### config.mk
export PLATFORM = sky130hd
export DESIGN_NAME = wave_period_meter
export DESIGN_NICKNAME = d
export VERILOG_FILES = /design/src/rtl/wave_period_meter.sv
export SDC_FILE = /design/constraint.sdc
export NUM_CORES = 1
export LEC_CHECK = 0
export ABC_AREA = 1
export BUFFER_PORTS_ARGS = -buffer_cell sky130_fd_sc_hd__buf_4
export CAP_MARGIN = 30
export CORE_MARGIN = 1.5
export CORE_UTILIZATION = 62
export CTS_CLUSTER_SIZE = 28
export DETAILED_ROUTE_END_ITERATION = 10
export PLACE_DENSITY = 0.87
export SLEW_MARGIN = 40
export SYNTH_ARGS = -nofsm -noshare
export SYNTH_HDL_FRONTEND = slang
export SYNTH_SLANG_ARGS = --single-unit
### constraint.sdc
create_clock -name clk -period 2.6 [get_ports clk]
set_input_delay 0.26 -clock clk [delete_from_list [all_inputs] [get_ports clk]]
set_output_delay 0.26 -clock clk [all_outputs]
set_load 0.01 [all_outputs]
### src/rtl/wave_period_meter.sv
// Measures the period of a sampled waveform using hysteresis crossing detection,
// averaging 2^AVG_LOG consecutive periods and flagging loss of signal after TIMEOUT cycles.
//
//  state | meaning
//  IDLE  | no reference trigger yet (after reset or timeout); counter free-runs to TIMEOUT
//  MEAS  | reference trigger seen; accumulating periods between triggers
module wave_period_meter #(
  parameter int               W       = 6,
  parameter int               CNT_W   = 27,
  parameter logic [W-1:0]     LO_TH   = 6'd16,
  parameter logic [W-1:0]     HI_TH   = 6'd48,
  parameter int               AVG_LOG = 2,
  parameter logic [CNT_W-1:0] TIMEOUT = 27'd100_000_000
) (
  input  logic             clk,
  input  logic             rst,
  input  logic [W-1:0]     sample,
  output logic [CNT_W-1:0] period,
  output logic             period_valid,
  output logic             no_signal,
  output logic             locked
);

  localparam int ACC_W  = CNT_W + AVG_LOG;
  localparam int NPER_W = (AVG_LOG > 0) ? AVG_LOG : 1;
  localparam logic [NPER_W-1:0] NPER_LAST = NPER_W'((1 << AVG_LOG) - 1);

  typedef enum logic {IDLE, MEAS} state_t;

  state_t             state_q, state_d;
  logic [W-1:0]       s_q;
  logic               armed_q, armed_d;
  logic [CNT_W-1:0]   count_q, count_d;
  logic [ACC_W-1:0]   acc_q, acc_d;
  logic [NPER_W-1:0]  nper_q, nper_d;
  logic [CNT_W-1:0]   period_q, period_d;
  logic               period_valid_q, period_valid_d;
  logic               no_signal_q, no_signal_d;
  logic               locked_q, locked_d;

  logic               trig;
  logic               timeout;
  logic [ACC_W-1:0]   acc_sum;

  // s_q is a plain pipeline stage; armed_q is what reset clears.
  always_ff @(posedge clk) begin
    s_q <= sample;
    if (rst) begin
      state_q        <= IDLE;
      armed_q        <= 1'b0;
      count_q        <= '0;
      acc_q          <= '0;
      nper_q         <= '0;
      period_q       <= '0;
      period_valid_q <= 1'b0;
      no_signal_q    <= 1'b0;
      locked_q       <= 1'b0;
    end else begin
      state_q        <= state_d;
      armed_q        <= armed_d;
      count_q        <= count_d;
      acc_q          <= acc_d;
      nper_q         <= nper_d;
      period_q       <= period_d;
      period_valid_q <= period_valid_d;
      no_signal_q    <= no_signal_d;
      locked_q       <= locked_d;
    end
  end

  always_comb begin
    state_d        = state_q;
    armed_d        = armed_q;
    count_d        = count_q;
    acc_d          = acc_q;
    nper_d         = nper_q;
    period_d       = period_q;
    period_valid_d = 1'b0;
    no_signal_d    = no_signal_q;
    locked_d       = locked_q;

    trig    = armed_q && (s_q >= HI_TH);
    timeout = !trig && (count_q >= TIMEOUT);
    acc_sum = acc_q + ACC_W'(count_q);

    // LO_TH < HI_TH, so disarm and re-arm can never coincide.
    if (trig) begin
      armed_d = 1'b0;
    end else if (s_q < LO_TH) begin
      armed_d = 1'b1;
    end

    case (state_q)
      IDLE: begin
        if (trig) begin
          state_d     = MEAS;
          count_d     = {{(CNT_W-1){1'b0}}, 1'b1};
          acc_d       = '0;
          nper_d      = '0;
          no_signal_d = 1'b0;
        end else if (timeout) begin
          no_signal_d = 1'b1;
          locked_d    = 1'b0;
          acc_d       = '0;
          nper_d      = '0;
        end else begin
          count_d = count_q + 1'b1;
        end
      end
      MEAS: begin
        if (trig) begin
          count_d = {{(CNT_W-1){1'b0}}, 1'b1};
          if (nper_q == NPER_LAST) begin
            period_d       = CNT_W'(acc_sum >> AVG_LOG);
            period_valid_d = 1'b1;
            locked_d       = 1'b1;
            acc_d          = '0;
            nper_d         = '0;
          end else begin
            acc_d  = acc_sum;
            nper_d = nper_q + 1'b1;
          end
        end else if (timeout) begin
          state_d     = IDLE;
          no_signal_d = 1'b1;
          locked_d    = 1'b0;
          acc_d       = '0;
          nper_d      = '0;
        end else begin
          count_d = count_q + 1'b1;
        end
      end
      default: begin
        state_d = IDLE;
      end
    endcase
  end

  assign period       = period_q;
  assign period_valid = period_valid_q;
  assign no_signal    = no_signal_q;
  assign locked       = locked_q;

endmodule

## Word level (Yosys, flattened, before mapping)

Index checks and enable logic that the tools add are counted.

- Bitwise logic cells: 2
- Multiplexer cells: 26
- $add $sub $neg: 3
- Equal/unequal tests: 5
- Reductions and logical operators: 7
- Order comparisons: 3

Operators with widths:

| kind | count |
|---|---|
| $mux W29 | 4 |
| $pmux W29 S2 | 1 |
| $mux W27 | 2 |
| $add A29 B27 Y29 | 1 |
| $add A27 B1 Y27 const B | 1 |
| $ge A27 B27 Y1 const B | 1 |
| $mux W1 | 11 |
| $mux W2 | 4 |
| $ge A6 B6 Y1 const B | 1 |
| $lt A6 B5 Y1 const B | 1 |
| $ne A2 B2 Y1 const B | 3 |
| $pmux W1 S2 | 3 |
| $pmux W2 S2 | 1 |
| $ne A3 B2 Y1 const B | 1 |
| $reduce_and A3 Y1 | 1 |
| $reduce_or A3 Y1 | 1 |
| $add A2 B1 Y2 const B | 1 |
| $eq A2 B2 Y1 const B | 1 |
| $logic_and A1 B1 Y1 | 2 |
| $not A1 Y1 | 2 |
| $reduce_and A2 Y1 | 1 |
| $reduce_or A2 Y1 | 1 |
| $logic_not A1 Y1 | 1 |

- Bits in registers: 96
- Input bits: 8
- Word-level logic and storage cells: 56

## Depth between registers and ports, before layout

- Depth after elaboration: 7
- Gate-level depth with buffers: 13
- Mapped depth without buffers: 13

## Worst setup path after synthesis

Ideal clock, no wire load.

- Kind: register to register
- From: register count_q[0]
- To: register period_q[26], in the netlist period[26]
- Setup slack: 0.698 ns
- Setup time: 0.109 ns
- Stages on the path, launching flop included: 13
- Data required time: 2.491 ns
- Arrival time: 1.794 ns
- Buffers on the path: 0
- Path through: dfxtp_1 -> ha_1 -> fa_1 -> nand3_1 -> nand3_1 -> nand3_1 -> nand3b_1 -> nand2_1 -> nand2_1 -> nand2_1 -> nand3_1 -> nand2_1 -> inv_1

- Word-level cells in the longest chain between the ends: 1

Ends and longest elaborated chain:

| element | line | RTL |
|---|---|---|
| start: declaration | 33 | `logic [CNT_W-1:0] count_q, count_d;` |
| start signal: assignment | 61 | `count_q <= count_d;` |
| $add A29 B27 Y29 | 84 | `acc_sum = acc_q + ACC_W'(count_q);` |
| end signal: assignment | 64 | `period_q <= period_d;` |
| end: declaration | 36 | `logic [CNT_W-1:0] period_q, period_d;` |

No other way between the ends.
A chain may end at the register's enable or synchronous reset.

## Final worst setup path

Ends and elaborated chain as after synthesis.

==> summary.txt <==
Placed design
  • IO Port Bufs: 33
  • DPL Wire Length: 11900 um
  • Pre-CTS WS: 0.264 ns
  • Placed cells: 1165
  • GP Congestion: 0.980

Finish
  • Layout cell share with drive strength beyond 1: 6.76%
  • Final cell count without fillers: 1183
  • Fill count: 921
  • Diode count: 0
  • Nets: 1084
  • Layout area overhead: 8.40%

Critical path
  • Worst Reg-to-Reg Cells: 12
  • CP startpoint kind: flop
  • Crit end category: flop
  • CP max FO: 8
  • Critical R2R Capture: period[26]
  • Worst Path Arrival: 2.69 ns
  • R2R Setup Slk: 0.19 ns
  • CP required: 2.88 ns
  • Worst r2r src: count_q[0]
  • Critical path class: flop to flop

Floorplanning
  • I/O pin total: 38
  • Die ar.: 10600 um^2
  • Die H: 103 um
  • Row Count: 36
  • Starting Density: 63.7%
  • Core ar.: 9730 um^2
  • Die X: 103 um

STA
  • Relative slew slack: 58.3%
  • Min Tclk post-route: 2.41 ns
  • Fmax: 0.415 GHz
  • Setup TNS: 0 ns
  • Final Cycle Share: 92.8%
  • RSZ-0062 raised after global routing: no
  • Worst-margin pin slew: 0.624 ns
  • Setup WS post-layout: 0.188 ns
  • Final setup viols: 0
  • Hold Violations, Final: 0
  • Final Slew Violations: 0
  • Clock Skews: 0.00935 ns

Global route
  • Vias in the first global route: 5393
  • Overflow after GRT: 0
  • GR Util All Layers: 31.3%
  • Initial antenna violation count: 0
  • Largest net degree at the start of global routing: 43
  • First-pass GRT wire length: 25600 um

Pwr
  • Leakage: 3.66 nW
  • Pwr Density: 385 nW/um^2
  • Peak VDD IR: 0.000315 V
  • Sw frac: 23.3%
  • Comb power frac: 2.9%
  • Internal power: 1.98 mW
  • Reg power frac: 55.2%
  • NetSw: 0.602 mW
  • Clock group share of total power: 42.0%
  • Pwr Total: 2.58 mW

Route
  • Drt pass-1 iters: 5
  • ANT nets after route: 0
  • DR vias/cell: 5.13
  • Drt drc: 0
  • Routed WL: 15800 um
  • Routed len/inst: 13.3 um
  • Initial DRC Count: 342
  • Via count: 6071

Status
  • Status: complete, no violations

Logic synthesis
  • Syn avg cell area: 6.08 um^2
  • Synth Cell Area: 6190 um^2
  • Yosys reg bits: 92
  • Gate Count Post-Synth: 1018
  • Synth unique cells: 37
  • YS warnings: 0
  • Seq/Total Area, Yosys: 29.7%
  • Post-Syn Nets: 1057

CTS
  • Number of clock sinks: 92
  • Clock latency on the worst-skew pair: 0.38 ns
  • CTS tree: built
  • CTS resizes: 0
  • Clk buf depth: 2
  • CTS clk-pin slew, worst paths: 0.10 ns
  • Root Driver: clkbuf_8
  • CTS Buf Count: 9
  • H-tree depth: 3

Min path
  • Hold depth: 3
  • Min-delay src: rst
  • Hold Path Class: input pin to flop
  • WHS Endpoint: nper_q[1]

Flow run
  • Max-cap violations: 0
-- power by group through the flow --
| stage | combinational [mW] | clock [mW] | sequential [mW] |
|---|---|---|---|
| after floorplan | 0.0498 | 0 | 1.46 |
| after global placement | 0.0687 | 0 | 1.46 |
| after CTS | 0.0726 | 1.09 | 1.42 |
| after global routing | 0.0811 | 1.16 | 1.43 |
| final | 0.0737 | 1.08 | 1.42 |
| after detailed placement | 0.0700 | 0 | 1.46 |
-- state kept, by name, indices dropped and copies added, names as in the netlist --
| register | flops |
|---|---|
| count_q | 27 |
| period | 27 |
| nper_q | 2 |
| armed_q | 1 |
| no_signal | 1 |
| s_q | 2 |
| locked | 1 |
| state_q | 1 |
| acc_q | 29 |
| period_valid | 1 |
-- critical path: stages, from the launching register on --
cell and delay (ns):
dfxtp_1 0.40, ha_1 0.27, fa_1 0.44, nand3_1 0.13
nand3_1 0.17, nand3_1 0.12, nand3b_1 0.25, nand2_1 0.20
nand2_1 0.08, nand2_1 0.08, nand3_1 0.06, nand2_1 0.09
inv_1 0.03
-- cells in the mapped netlist (all sizes together) --
cell type	n	area (um^2)
o21bai	1	7.51
clkbuf	4	15.0
nand3b	2	15.0
a31oi	1	6.26
nand3	106	536
dfxtp	92	1840
nor3	12	76.3
fa	1	20.0
inv	159	597
nand2	349	1340
clkinv	2	10.0
o21ai	27	135
xnor2	6	52.6
nand4	4	25.0
nor3b	1	7.51
a21o	1	7.51
or2	1	6.26
nor2	120	460
a21oi	47	235
ha	30	375
o211ai	2	15.0
o211a	1	10.0
xor2	28	245
a22oi	1	7.51
buf	20	151
-- per-layer routing --
metal	vias to the layer above	global-route usage [%]	part of all wire, %
li1	3202	-	-
met1	2688	42.8	48
met2	150	49.0	44
met3	31	4.75	5.2
met4	0	13.6	2.9
met5	-	0	0
-- layout by cell type, fill, tap and decap left out, types with 2 or more instances in the layout --
master         count
buf_4             38
o21ai_0           13
bufinv_16          2
nand3_1          105
nand4_1            4
ha_1              30
xnor2_1            6
nand2_4            2
clkinv_2           4
clkbuf_8           9
o211ai_1           2
dlygate4sd3_1      2
a21oi_1           47
inv_2              5
xor2_1            28
nor2_1           118
dfxtp_1           92
nor3_1            10
inv_1            154
o21ai_1           14
nand2_1          343
nand3b_1           2
nand2_2            4
-- cell families (layout without fill, tap and decap cells) --
logic type      count (synthesis)  after routing  synth area share (%)
fa+ha+maj                      31             31                  6.38
simple gates                  595            595                  39.7
xor+xnor                       34             34                  4.81
compound gates                 81             81                  6.85
buf+inv                       185            217                  12.5
flops                          92             92                  29.7
-- metrics by stage --
step / area, um^2 / hold slack [ns] / util [%]
3_3_place_gp: 6480 / 0.364 / 66.6
5_1_grt: 6710 / 0.398 / 69.0
4_1_cts: 6710 / 0.362 / 69.0
6_report: 6710 / 0.368 / 69.0
2_1_floorplan: 6190 / 0.288 / -
3_5_place_dp: 6480 / 0.366 / 66.6
-- final cells by class --
class	count	area [um^2]	share of cell area, %
clock inverter	6	87.6	1.30
timing repair buffer	40	305	4.55
inverter	161	607	9.04
sequential	92	1840	27.4
multi-input combinational	741	3580	53.3
tap	133	166	2.48
clock buffer	10	128	1.90
-- worst max-delay path by stage --
| stage | start | end | slack (ns) | cells past startpoint |
|---|---|---|---|---|
| 3_5_place_dp | count_q[0] | period[26] | 0.26 | 12 |
| 5_1_grt | count_q[0] | period[26] | 0.05 | 12 |
| 4_1_cts | count_q[0] | period[26] | 0.23 | 12 |
| 2_1_floorplan | count_q[0] | period[26] | 0.70 | 12 |
| 6_report | count_q[0] | period[26] | 0.19 | 12 |
| 3_3_place_gp | count_q[0] | period[26] | 0.32 | 12 |
-- what timing repair did --
action	4_1_cts	5_1_grt
setup buffers	0	0
endpoints found under the setup margin	0	0
hold endpoints to repair	2	0
hold buffers	2	0
Note: power is estimated with default switching activity, not from simulation.
